### src/rtl/generation_sequencer_pkg.sv
// Shared types and sizing helpers for the Conway generation sequencer.
package conway_ctrl_pkg;

    typedef enum logic [2:0] {
        S_IDLE,
        S_LOAD,
        S_CALC,
        S_WRITE,
        S_COMMIT
    } seq_state_t;

    function automatic int row_w(input int rows);
        return (rows > 1) ? $clog2(rows) : 1;
    endfunction

endpackage

### src/rtl/generation_sequencer_if.sv
// Host/datapath control bundle of the generation sequencer; master drives the
// host pulses, slave (the sequencer) drives the board strobes and status.
interface generation_sequencer_if
    import conway_ctrl_pkg::*;
#(
    parameter int ROWS  = 11,
    parameter int GEN_W = 16
);
    localparam int ROW_W = row_w(ROWS);

    logic             start;
    logic             step;
    logic             stop;
    logic             load_req;
    logic             load_grant;
    logic [ROW_W-1:0] row_sel;
    logic             calc_we;
    logic             commit_we;
    logic [GEN_W-1:0] gen_count;
    logic             busy;
    logic             done;

    modport master (
        output start, step, stop, load_req,
        input  load_grant, row_sel, calc_we, commit_we, gen_count, busy, done
    );

    modport slave (
        input  start, step, stop, load_req,
        output load_grant, row_sel, calc_we, commit_we, gen_count, busy, done
    );

endinterface

### src/rtl/generation_sequencer_row_counter.sv
// Row index for the generation sweep: clear has priority over increment,
// last_o flags the final board row.
module row_counter #(
    parameter int ROWS  = 11,
    parameter int ROW_W = 4
) (
    input  logic             clk,
    input  logic             reset,
    input  logic             inc_i,
    input  logic             clr_i,
    output logic [ROW_W-1:0] row_o,
    output logic             last_o
);
    logic [ROW_W-1:0] row_q;
    logic [ROW_W-1:0] row_d;

    always_comb begin
        row_d = row_q;
        if (clr_i) begin
            row_d = '0;
        end else if (inc_i) begin
            row_d = row_q + ROW_W'(1);
        end
    end

    always_ff @(posedge clk or posedge reset) begin
        if (reset) begin
            row_q <= '0;
        end else begin
            row_q <= row_d;
        end
    end

    assign row_o  = row_q;
    assign last_o = (row_q == ROW_W'(ROWS - 1));

endmodule

### src/rtl/generation_sequencer.sv
// Sequences one Conway generation row by row, then commits next -> current;
// arbitrates board access between host loading and stepping, counts generations.
module generation_sequencer
    import conway_ctrl_pkg::*;
#(
    parameter int ROWS     = 11,
    parameter int GEN_W    = 16,
    parameter int CALC_LAT = 1
) (
    input  logic                 clk,
    input  logic                 reset,
    generation_sequencer_if.slave bus_if
);
    localparam int ROW_W = row_w(ROWS);
    localparam int LAT_W = (CALC_LAT > 1) ? $clog2(CALC_LAT) : 1;

    seq_state_t       state_q, state_d;
    logic [LAT_W-1:0] lat_q, lat_d;
    logic             run_q, run_d;
    logic             stop_pend_q, stop_pend_d;
    logic [GEN_W-1:0] gen_q;
    logic             row_inc, row_clr, row_last;
    logic             gen_inc, gen_clr;
    logic [ROW_W-1:0] row_idx;

    row_counter #(
        .ROWS  (ROWS),
        .ROW_W (ROW_W)
    ) u_row_counter (
        .clk    (clk),
        .reset  (reset),
        .inc_i  (row_inc),
        .clr_i  (row_clr),
        .row_o  (row_idx),
        .last_o (row_last)
    );

    always_comb begin
        state_d     = state_q;
        lat_d       = lat_q;
        run_d       = run_q;
        stop_pend_d = stop_pend_q;
        row_inc     = 1'b0;
        row_clr     = 1'b0;
        gen_inc     = 1'b0;
        gen_clr     = 1'b0;
        case (state_q)
            S_IDLE: begin
                run_d       = 1'b0;
                stop_pend_d = 1'b0;
                if (bus_if.load_req) begin
                    state_d = S_LOAD;
                end else if (bus_if.step) begin
                    state_d = S_CALC;
                end else if (bus_if.start) begin
                    state_d = S_CALC;
                    run_d   = 1'b1;
                end
            end
            S_LOAD: begin
                if (!bus_if.load_req) begin
                    state_d = S_IDLE;
                    gen_clr = 1'b1;
                end
            end
            S_CALC: begin
                if (lat_q == LAT_W'(CALC_LAT - 1)) begin
                    lat_d   = '0;
                    state_d = S_WRITE;
                end else begin
                    lat_d = lat_q + LAT_W'(1);
                end
            end
            S_WRITE: begin
                if (row_last) begin
                    row_clr = 1'b1;
                    state_d = S_COMMIT;
                end else begin
                    row_inc = 1'b1;
                    state_d = S_CALC;
                end
            end
            S_COMMIT: begin
                gen_inc = 1'b1;
                // A pending load request ends a continuous run just like stop.
                if (run_q && !stop_pend_q && !bus_if.stop && !bus_if.load_req) begin
                    state_d = S_CALC;
                end else begin
                    state_d     = S_IDLE;
                    run_d       = 1'b0;
                    stop_pend_d = 1'b0;
                end
            end
            default: state_d = S_IDLE;
        endcase
        if ((state_q == S_CALC || state_q == S_WRITE) && bus_if.stop) begin
            stop_pend_d = 1'b1;
        end
    end

    always_ff @(posedge clk or posedge reset) begin
        if (reset) begin
            state_q     <= S_IDLE;
            lat_q       <= '0;
            run_q       <= 1'b0;
            stop_pend_q <= 1'b0;
            gen_q       <= '0;
        end else begin
            state_q     <= state_d;
            lat_q       <= lat_d;
            run_q       <= run_d;
            stop_pend_q <= stop_pend_d;
            if (gen_clr) begin
                gen_q <= '0;
            end else if (gen_inc) begin
                gen_q <= gen_q + GEN_W'(1);
            end
        end
    end

    // Strobes decode straight from state so reset silences them immediately.
    assign bus_if.load_grant = (state_q == S_LOAD);
    assign bus_if.calc_we    = (state_q == S_WRITE);
    assign bus_if.commit_we  = (state_q == S_COMMIT);
    assign bus_if.done       = (state_q == S_COMMIT);
    assign bus_if.busy       = (state_q == S_CALC) || (state_q == S_WRITE) ||
                               (state_q == S_COMMIT);
    assign bus_if.row_sel    = row_idx;
    assign bus_if.gen_count  = gen_q;

endmodule

### src/flat_wrapper.sv
// flat-port wrapper written by rule: the top's interface ports become plain ports
module generation_sequencer_flat import conway_ctrl_pkg::*;
#(
    parameter int ROWS     = 11,
    parameter int GEN_W    = 16,
    parameter int CALC_LAT = 1
)
  (clk, reset, bus_if_start, bus_if_step, bus_if_stop, bus_if_load_req, bus_if_load_grant, bus_if_row_sel, bus_if_calc_we, bus_if_commit_we, bus_if_gen_count, bus_if_busy, bus_if_done);
  generation_sequencer_if #(.ROWS(ROWS), .GEN_W(GEN_W)) bus_if_i ();
  input  logic clk;
  input  logic reset;
  input wire logic [$bits(bus_if_i.start)-1:0] bus_if_start;
  input wire logic [$bits(bus_if_i.step)-1:0] bus_if_step;
  input wire logic [$bits(bus_if_i.stop)-1:0] bus_if_stop;
  input wire logic [$bits(bus_if_i.load_req)-1:0] bus_if_load_req;
  output wire logic [$bits(bus_if_i.load_grant)-1:0] bus_if_load_grant;
  output wire logic [$bits(bus_if_i.row_sel)-1:0] bus_if_row_sel;
  output wire logic [$bits(bus_if_i.calc_we)-1:0] bus_if_calc_we;
  output wire logic [$bits(bus_if_i.commit_we)-1:0] bus_if_commit_we;
  output wire logic [$bits(bus_if_i.gen_count)-1:0] bus_if_gen_count;
  output wire logic [$bits(bus_if_i.busy)-1:0] bus_if_busy;
  output wire logic [$bits(bus_if_i.done)-1:0] bus_if_done;
  assign bus_if_i.start = bus_if_start;
  assign bus_if_i.step = bus_if_step;
  assign bus_if_i.stop = bus_if_stop;
  assign bus_if_i.load_req = bus_if_load_req;
  assign bus_if_load_grant = bus_if_i.load_grant;
  assign bus_if_row_sel = bus_if_i.row_sel;
  assign bus_if_calc_we = bus_if_i.calc_we;
  assign bus_if_commit_we = bus_if_i.commit_we;
  assign bus_if_gen_count = bus_if_i.gen_count;
  assign bus_if_busy = bus_if_i.busy;
  assign bus_if_done = bus_if_i.done;
  generation_sequencer #(.ROWS(ROWS), .GEN_W(GEN_W), .CALC_LAT(CALC_LAT)) u_core (.clk(clk), .reset(reset), .bus_if(bus_if_i));
endmodule
### config.mk
export PLATFORM = sky130hd
export DESIGN_NAME = generation_sequencer_flat
export DESIGN_NICKNAME = d
export VERILOG_FILES = /design/src/rtl/generation_sequencer_pkg.sv /design/src/rtl/generation_sequencer_if.sv /design/src/rtl/generation_sequencer_row_counter.sv /design/src/rtl/generation_sequencer.sv /design/src/flat_wrapper.sv
export SDC_FILE = /design/constraint.sdc
export NUM_CORES = 1
export LEC_CHECK = 0
export ABC_AREA = 1
export CORE_MARGIN = 2
export CORE_UTILIZATION = 44
export CTS_CLUSTER_DIAMETER = 80
export CTS_CLUSTER_SIZE = 14
export DETAILED_ROUTE_END_ITERATION = 8
export PLACE_DENSITY = 0.84
export SKIP_CTS_REPAIR_TIMING = 1
export SYNTH_ARGS = -nofsm -noshare
export SYNTH_HDL_FRONTEND = slang
export SYNTH_SLANG_ARGS = --single-unit
export TNS_END_PERCENT = 30
### constraint.sdc
create_clock -name clk -period 1.3 [get_ports clk]
set_input_delay 0.26 -clock clk [delete_from_list [all_inputs] [get_ports clk]]
set_output_delay 0.26 -clock clk [all_outputs]
set_load 0.01 [all_outputs]
Yosys cells after proc, flatten, opt, wreduce, memory -nomap -nowiden
Index checks and enable logic that the tools add are counted.
{"block": "word_totals", "ff_bits": 26, "output_inout_bits": 25, "in_bits": 6, "elab_cells": 63}
{"block": "op_classes", "n_addsub": 3, "eq_ne": 10, "muxes": 27, "n_reduce_logical": 17}
{"operator": "16-bit 2-to-1 mux", "n": 2}
{"operator": "3-bit 2-to-1 mux", "n": 6}
{"operator": "16-bit by 1-bit adder with 16-bit output (second input constant)", "n": 1}
{"operator": "3-bit one-hot mux with 5 select lines", "n": 1}
{"operator": "1-bit 2-to-1 mux", "n": 13}
{"operator": "4-bit 2-to-1 mux", "n": 2}
{"operator": "3-bit by 2-bit == test with 1-bit output (second input constant)", "n": 2}
{"operator": "2-bit inequality test (second input constant)", "n": 3}
{"operator": "2-bit nonzero test", "n": 3}
{"operator": "4-bit by 1-bit adder with 4-bit output (second input constant)", "n": 1}
{"operator": "4-bit == test (second input constant)", "n": 1}
{"operator": "1-bit logical AND", "n": 4}
{"operator": "4-bit inequality test (second input constant)", "n": 1}
{"operator": "1-bit one-hot mux with 2 select lines", "n": 2}
{"operator": "2-bit AND reduction", "n": 2}
{"operator": "3-bit by 1-bit == test with 1-bit output (second input constant)", "n": 1}
{"operator": "3-bit == test (second input constant)", "n": 1}
{"operator": "1-bit logical NOT", "n": 3}
{"operator": "3-bit logical NOT", "n": 1}
{"operator": "3-bit inequality test (second input constant)", "n": 1}
{"operator": "3-bit AND reduction", "n": 1}
{"operator": "3-bit nonzero test", "n": 1}
{"operator": "1-bit logical OR", "n": 2}
{"operator": "2-bit 2-to-1 mux", "n": 1}
{"operator": "1-bit adder (second input constant)", "n": 1}

Longest topological paths before layout
Gate-level depths: netlist of the first run.
{"block": "logic_depth", "word_depth": 7, "ltp_mapped": 8, "depth_no_buf": 8}

By module
A second synthesis of the first run with hierarchy kept.
{"block": "unflattened", "cells_unflattened": 195, "hier_area_um2": 1493.9}
{"module": "generation_sequencer", "area_each_um2": 1278.7, "n_inst": 1, "cells_per_inst": 168, "seq_area_each_um2": 525.5}
{"module": "row_counter", "area_each_um2": 215.2, "n_inst": 1, "cells_per_inst": 27, "seq_area_each_um2": 100.1}

Worst setup path after synthesis of the first run
Ideal clock, no wire load.
{"block": "synth_path", "path_type": "register -> register", "startpoint": "register u_core.gen_q[1], in the netlist u_core.bus_if.gen_count[1]", "endpoint": "register u_core.gen_q[14], in the netlist u_core.bus_if.gen_count[14]", "setup_ns": 0.117, "n_path_buf": 0, "path_stages_with_launch": 9, "arrival_time_ns": 1.238, "path_slack_ns": -0.055, "period_less_slack_ns": 1.355, "cell_sequence": "dfrtp_1 -> ha_1 -> nand3_1 -> nor2_1 -> nand3_1 -> nand2_1 -> nand2_1 -> nand3_1 -> nand2_1"}
{"block": "synth_via", "elab_chain_len": 3}
{"element": "start: declaration", "line_no": "generation_sequencer.sv:21", "rtl": "logic [GEN_W-1:0] gen_q;"}
{"element": "start signal: assignment", "line_no": "generation_sequencer.sv:116", "rtl": "gen_q <= gen_q + GEN_W'(1);"}
{"element": "16-bit by 1-bit adder with 16-bit output", "line_no": "generation_sequencer.sv:116"}
{"element": "16-bit 2-to-1 mux", "line_no": "generation_sequencer.sv:115", "rtl": "end else if (gen_inc) begin"}
{"element": "16-bit 2-to-1 mux", "line_no": "generation_sequencer.sv:113", "rtl": "if (gen_clr) begin"}
Every way passes these cells. The select of a mux whose other input is x is not followed.
A chain may end at the register's enable or synchronous reset.

Worst setup path after layout of the first run
{"block": "layout_path", "startpoint": "register u_core.state_q[1]", "endpoint": "output bus_if_busy"}
{"block": "layout_via", "elab_chain_len": 3, "word_cells_on_any_way": 5, "classes_between": "eq/ne: 3; reduce/logical: 2"}
{"element": "start: declaration", "line_no": "generation_sequencer.sv:17", "rtl": "seq_state_t state_q, state_d;"}
{"element": "start signal: assignment", "line_no": "generation_sequencer.sv:109", "rtl": "state_q <= state_d;"}
{"element": "3-bit by 2-bit == test with 1-bit output", "line_no": "generation_sequencer.sv:126", "rtl": "assign bus_if.busy = (state_q == S_CALC) || (state_q == S_WRITE) ||"}
{"element": "1-bit logical OR", "line_no": "generation_sequencer.sv:126"}
{"element": "1-bit logical OR *", "line_no": "generation_sequencer.sv:126"}
{"element": "end: declaration", "line_no": "flat_wrapper.sv:21", "rtl": "output wire logic [$bits(bus_if_i.busy)-1:0] bus_if_busy;"}
Every way passes the cells marked *; elsewhere a longest branch is shown, timed or not.

==> results of run 1 <==
## final timing paths
path | from | to | slack, ns | depth (start not counted)
setup / recovery | u_core.state_q[1] | bus_if_busy | -0.28 | 4
hold / removal | reset | u_core.bus_if.gen_count[13] | 0.23 | 3
setup reg to reg | u_core.state_q[1] | u_core.bus_if.gen_count[12] | -0.13 | 8
hold reg to reg | u_core.stop_pend_q | u_core.stop_pend_q | 0.51 | 2
max in group asynchronous | reset | u_core.bus_if.gen_count[2] | 0.91 | 3
min in group clk | u_core.stop_pend_q | u_core.stop_pend_q | 0.51 | 2
## worst register-to-register path, stage by stage, from the launching register on
cell	delay, ns
sky130_fd_sc_hd__dfrtp_1	0.45
sky130_fd_sc_hd__buf_4	0.17
sky130_fd_sc_hd__nor2_2	0.13
sky130_fd_sc_hd__nand3_2	0.13
sky130_fd_sc_hd__nand2_4	0.16
sky130_fd_sc_hd__nand3_1	0.12
sky130_fd_sc_hd__nand2_1	0.09
sky130_fd_sc_hd__nand2_1	0.04
sky130_fd_sc_hd__nor2_1	0.08
## per-stage QoR
stage	util	cell area [um^2]	setup TNS, ns
finish	0.695	2110	-1.88
floorplan	-	1390	-0.00201
CTS	0.640	1940	-10.33
global placement	0.631	1910	-4.19
global route	0.695	2110	-4.21
detailed placement	0.631	1910	-4.75
## area by class of cell
class,instances,area share
clock inverter,1,0.00238
sequential,25,0.298
tap,44,0.0261
inverter,19,0.0351
clock buffer,3,0.0107
multi-input combinational,134,0.343
timing repair buffer,63,0.285
## power groups by stage
stage / Combinational, mW / Clock [mW] / Sequential, mW
after detailed placement: 1.12 / 0 / 1.03
final: 1.29 / 0.364 / 1.02
after global placement: 1.10 / 0 / 1.03
after global routing: 1.41 / 0.400 / 1.04
after floorplan: 0.497 / 0 / 1.07
after CTS: 1.13 / 0.368 / 1.02
## routing by layer
| metal | track usage | vias to the layer above | share of wire |
|---|---|---|---|
| met3 | 0.0455 | 3 | 0.046 |
| li1 | - | 723 | - |
| met4 | 0.0444 | 0 | 0.0031 |
| met2 | 0.352 | 47 | 0.51 |
| met1 | 0.232 | 685 | 0.44 |
| met5 | 0 | - | 0 |
## state kept, by name, summed over array words and instances (netlist names)
name,flops
u_core.bus_if.gen_count,16
u_core.u_row_counter.row_o,4
u_core.state_q,3
u_core.run_q,1
u_core.stop_pend_q,1
## layout by cell type, fill, tap and decap left out, types with 5 or more instances in the layout
cell                              netlist  final
sky130_fd_sc_hd__nand2_1               40     40
sky130_fd_sc_hd__buf_4                  1     31
sky130_fd_sc_hd__nor2_1                33     28
sky130_fd_sc_hd__dfrtp_1               25     23
sky130_fd_sc_hd__dlymetal6s2s_1         0     18
sky130_fd_sc_hd__inv_1                 17     13
sky130_fd_sc_hd__nand3_1               15     11
sky130_fd_sc_hd__nand4_1                6      6
sky130_fd_sc_hd__inv_2                  2      5
sky130_fd_sc_hd__a21oi_1                6      5
sky130_fd_sc_hd__clkdlybuf4s50_1        0      5
sky130_fd_sc_hd__buf_6                  1      5
## kinds of logic (layout without fill, tap and decap cells)
| kind of cell | Yosys count | count (layout) | synth area share |
|---|---|---|---|
| buffers and inverters | 22 | 86 | 0.0687 |
| DFF | 25 | 25 | 0.452 |
| xor gates and xnor gates | 4 | 4 | 0.0253 |
| adders and majority gates | 3 | 3 | 0.0271 |
| AOI/OAI and AO/OA | 19 | 19 | 0.0796 |
| and+or+nand+nor | 108 | 108 | 0.347 |
==> impl_results.md, run 1 <==
- Clk slew on worst S/H paths: 0.14 ns
- Starting Density: 0.457
- Worst path arrival time: 1.32 ns
- FF/Latch Area: 628 um^2
- Number of enable-type register cells in the synthesized netlist: 0
- Top cell type by total area after synthesis: sky130_fd_sc_hd__dfrtp_1
- Peak clock frequency supported by timing: 633 MHz
- Synth area leaders: sky130_fd_sc_hd__dfrtp_1, sky130_fd_sc_hd__nand2_1, sky130_fd_sc_hd__nor2_1, sky130_fd_sc_hd__nand3_1, sky130_fd_sc_hd__inv_1
- DRC: 0
- Post-place setup slack: -0.265 ns
- Critical path start-end classification: reg -> out
- Final Routed Wirelength: 3530 um
- Switching power total: 1.02 mW
- CP peak stage delay: 0.45 ns
- Number of global-route vias before repair: 1274
- Required time of the critical path: 1.04 ns
- Final-report max-slew violation count: 0
- Violated checks: setup timing
- DIE AREA: 3610 um^2
- Maximum vdd drop: 1360 uV
- Via count: 1458
- Clk Latency, worst-skew pair: 0.33 ns
- Fin cells: 289
- Via count normalized by instance count: 5.04
- Critical-path top delay cell: sky130_fd_sc_hd__dfrtp_1
- Number of placement rows: 20
- Syn avg cell area: 7.65 um^2
- Kind of path behind the tightest hold check: in -> async
- Combined area of the multi-input logic cells: 722 um^2
- Internal Pwr Total: 1.67 mW
- Transition time at the pin with the least slew margin: 0.294 ns
- Post-Syn Instances: 181
- Crit. End Element: output port
- Final hold violations: 0
- Pre-antenna DRT Iters: 4
- Number of antenna diodes: 0
- Count of buffer and inverter cells on the critical path: 1
- Buffer depth of the longest clock path: 2
- Per-cell routed wire length: 12.2 um
- Synth Cell Area: 1380 um^2
- Global route overflow: 0
- Combinational cell fraction of total power: 0.482
- RD Place Congestion: 0.823
- Ranking of synthesized cells by instance count: sky130_fd_sc_hd__nand2_1, sky130_fd_sc_hd__nor2_1, sky130_fd_sc_hd__dfrtp_1
- Min Clock Period, post-route: 1.58 ns
- Final critical-path setup slack: -0.279 ns
- Ys async rst share: 1.00
- Setup-violating endpoint count in the final report: 19
- Remaining antenna violation count: 0
- Leakage power: 1.27 nW
- Fill cell total of the finished layout: 235
- Estimated wirelength of the detail-placed design: 2470 um
- Critical path cell sequence: nor2_2 -> nand2_2 -> o21ai_0 -> buf_2
- Pin count of the biggest net entering global routing: 26
- Area of the core region: 3030 um^2
- CTS Root Cell: sky130_fd_sc_hd__clkbuf_4
- Sinks on the clock net: 25
- Register area share after synthesis: 0.452
- Number of antenna violations at the first check in global routing: 0
- Overall power consumption: 2.68 mW
- Global-route wire length before repair: 5390 um
- Die height: 60.1 um
- Worst clock skew: 0.00158 ns
- TritonCTS clock tree: yes
- Share of layout cells above drive strength 1: 0.290
- Final critical-path share of the clock period: 1.21
- Top-count cell post-synth: sky130_fd_sc_hd__nand2_1
- Detailed router's first-iteration violation count: 62
- Areal power density over the cells: 1270 nW/um^2
- Predominant post-synthesis flop cell: sky130_fd_sc_hd__dfrtp_1
- Input/output buffers: 30
- Max capacitance violation total: 0
- Worst hold slack: 0.234 ns
- Flop and latch count out of synthesis: 25
- Critical-path maximum fanout: 4
- Yosys warns: 0
- Number of placed instances, taps included: 276
- Total global routing track utilization: 0.195
- Post-layout nets: 255
- Horizontal die dimension: 60.1 um
- Proportion of netlist area held by the largest area contributor: 0.452
- Num CTS Buffers: 3
- Switching share of power: 0.379
- I/O pin count: 31
- Run status: complete, but fails checks
- Maximum level of the CTS H-tree: 1
- Relative area change from synthesis to final layout: 52.2%
- Max-slew headroom at the worst pin: 0.803
- Crit-path leading delay family: flip-flops
- Clk network pwr share: 0.136
- Synthesized net count: 190
- Setup repair after global routing missed its margin: true
- Unique masters post-synth: 26
- Kind of launch point of the worst setup path: flip-flop
- Sequential share of power: 0.382
Note: power is estimated with default switching activity, not from simulation.
==> inputs of run 2 (changes only) <==
Settings changed: CTS_CLUSTER_SIZE 14 to not set.
==> results of run 2 <==
No change in the layout: final DEF, timing and power equal those of run 1.
==> inputs of run 3 (changes only) <==
--- a/config.mk
+++ b/config.mk
@@ -10,2 +10,3 @@
 export CORE_UTILIZATION = 44
+export CTS_BUF_LIST = sky130_fd_sc_hd__clkbuf_4 sky130_fd_sc_hd__clkbuf_8
 export CTS_CLUSTER_DIAMETER = 80
==> constraint.sdc (replaced) <==
create_clock -name clk -period 1.3 [get_ports clk]
set_input_delay 0.195 -clock clk [delete_from_list [all_inputs] [get_ports clk]]
set_output_delay 0.195 -clock clk [all_outputs]
set_load 0.01 [all_outputs]
==> run 3 against run 2 <==
Compared with the run above:
- the run still ends with setup timing left
- clock-buffer cell count grew 1
- register-to-register slack better by 0.09 ns
- clock power rose by 6.9%
- clock skew up 0.0052 ns
- die area is the same
- power grew 5.8%
- critical endpoint unchanged
- via count decreased by 0.55%
- critical path type unchanged
==> impl_results.md, run 3 (same netlist as run 1, synthesis figures left out) <==
- Via count: 1450 (-0.55%)
- Clk Latency, worst-skew pair: 0.33 ns (about the same)
- Pin count of the biggest net entering global routing: 26 (unchanged)
- Detailed router's first-iteration violation count: 54 (-13%)
- Clk slew on worst S/H paths: 0.15 ns (about the same)
- Area of the core region: 3030 um^2 (unchanged)
- Horizontal die dimension: 60.1 um (unchanged)
- Maximum vdd drop: 1310 uV (-4.1%)
- Final-report max-slew violation count: 0 (unchanged)
- Global route overflow: 0 (unchanged)
- Commonest non-fill, non-tap cell in the layout: sky130_fd_sc_hd__nand2_1
- Number of placement rows: 20 (unchanged)
- Relative area change from synthesis to final layout: 56.4%
- Final critical-path setup slack: -0.146 ns (+0.133 ns)
- Setup slack of the worst register-to-register path: -0.04 ns (+0.09 ns)
- Die height: 60.1 um (unchanged)
- CP peak stage delay: 0.46 ns (about the same)
- Transition time at the pin with the least slew margin: 0.333 ns (+0.0390 ns)
- FF/Latch Area: 633 um^2 (+0.80%)
- Min Clock Period, post-route: 1.45 ns (-0.133 ns)
- Peak clock frequency supported by timing: 692 MHz (+9.2%)
- Total global routing track utilization: 0.196 (+0.000725)
- Final hold violations: 0 (unchanged)
- Critical register-to-register path startpoint: u_core.state_q[1]
- Starting Density: 0.457 (unchanged)
- Commonest cells after routing, fill and taps aside: sky130_fd_sc_hd__nand2_1, sky130_fd_sc_hd__nor2_1, sky130_fd_sc_hd__buf_4
- Maximum level of the CTS H-tree: 1 (unchanged)
- Per-cell routed wire length: 13.4 um (+9.3%)
- Via count normalized by instance count: 5.07 (+0.49%)
- Worst path arrival time: 1.25 ns (-0.07 ns)
- I/O pin count: 31 (unchanged)
- Count of buffer and inverter cells on the critical path: 1 (unchanged)
- Endpoint of the lowest-slack register-to-register path: u_core.bus_if.gen_count[15]
- Global-route wire length before repair: 5340 um (-0.89%)
- Critical-path top delay cell: sky130_fd_sc_hd__dfrtp_2
- TritonCTS clock tree: yes
- Remaining antenna violation count: 0 (unchanged)
- Final critical-path share of the clock period: 1.11 (-0.103)
- Crit-path leading delay family: flip-flops
- Violated checks: setup timing
- Depth of the worst register-to-register path: 8 (unchanged)
- Critical-path maximum fanout: 3 (-1)
- Buffer depth of the longest clock path: 2 (unchanged)
- Number of flip-flops under the largest register name: 16 (unchanged)
- Critical path start-end classification: reg -> out
- Max-slew headroom at the worst pin: 0.778 (-0.0253)
- Share of layout cells above drive strength 1: 0.302 (+0.0119)
- Crit. End Element: output port
- Post-layout nets: 252 (-1.2%)
- Number of antenna diodes: 0 (unchanged)
- Combined area of the multi-input logic cells: 772 um^2 (+6.9%)
- Critical path cell sequence: nor2_4 -> nand2_4 -> o21ai_1 -> buf_2
- Kind of launch point of the worst setup path: flip-flop
- Max capacitance violation total: 0 (unchanged)
- Sinks on the clock net: 25 (unchanged)
- Input/output buffers: 30 (unchanged)
- Run status: complete, but fails checks
- Leakage power: 1.30 nW (+2.2%)
- Required time of the critical path: 1.11 ns (+0.07 ns)
- Number of global-route vias before repair: 1245 (-2.3%)
- Number of antenna violations at the first check in global routing: 0 (unchanged)
- RD Place Congestion: 0.824 (about the same)
- Setup-violating endpoint count in the final report: 15 (-4)
- Pre-antenna DRT Iters: 4 (unchanged)
- Num CTS Buffers: 3 (unchanged)
- Areal power density over the cells: 1310 nW/um^2 (+2.9%)
- Setup repair after global routing missed its margin: true
- Number of placed instances, taps included: 270 (-2.2%)
- Kind of path behind the tightest hold check: in -> async
- Final Routed Wirelength: 3820 um (+8.2%)
- CTS Root Cell: sky130_fd_sc_hd__clkbuf_4
- DRC: 0 (unchanged)
- Estimated wirelength of the detail-placed design: 2420 um (-2.1%)
- DIE AREA: 3610 um^2 (unchanged)
- Fin cells: 286 (-1.0%)
- Fill cell total of the finished layout: 231 (-1.7%)
- Worst hold slack: 0.196 ns (-0.0375 ns)
- Worst clock skew: 0.00681 ns (+0.00524 ns)
- Setup TNS after final layout: -0.766 ns (+1.11 ns)
[run 3: worst min-delay path, delay by kind of cell]
| family | cells | cell delay [ns] |
|---|---|---|
| buffers and inverters | 3 | 0.75 |
[run 3: per-layer routing]
metal  track usage  share of wire  vias up
met5             0              0        -
met4        0.0540         0.0042        0
met3        0.0519          0.038        2
met2         0.335           0.53       34
met1         0.241           0.43      698
li1              -              -      716
[run 3: power breakdown]
group / switching, mW / internal [mW]
combinational: 0.706 / 0.691
clock: 0.248 / 0.141
sequential: 0.135 / 0.914
[run 3: how the worst max path moves through the flow]
stage | from | endpoint | slack (ns) | cells after the start
finish | u_core.state_q[1] | bus_if_busy | -0.15 | 4
global route | u_core.state_q[1] | bus_if_busy | -0.21 | 4
CTS | u_core.state_q[1] | bus_if_busy | -0.55 | 4
detailed placement | bus_if_load_req | u_core.bus_if.gen_count[2] | -0.21 | 6
global placement | bus_if_load_req | u_core.bus_if.gen_count[2] | -0.17 | 6
floorplan | u_core.bus_if.gen_count[1] | u_core.bus_if.gen_count[14] | -0.002 | 8
[run 3: through the flow]
| stage | total power [mW] | worst slack [ns] | cell area (um^2) | util |
|---|---|---|---|---|
| final | 2.83 | -0.146 | 2160 | 0.715 |
| after global routing | 3.01 | -0.213 | 2160 | 0.715 |
| after CTS | 2.49 | -0.553 | 1880 | 0.622 |
| after detailed placement | 2.10 | -0.212 | 1850 | 0.612 |
| after global placement | 2.08 | -0.169 | 1850 | 0.612 |
| after floorplan | 1.56 | -0.00201 | 1390 | - |
[run 3: layout make-up]
type,instances,share of cell area
Tap cell,44,0.0254
Inverter,19,0.0353
Timing Repair Buffer,60,0.276
Multi-Input combinational cell,134,0.357
Clock buffer,4,0.0139
Sequential cell,25,0.292
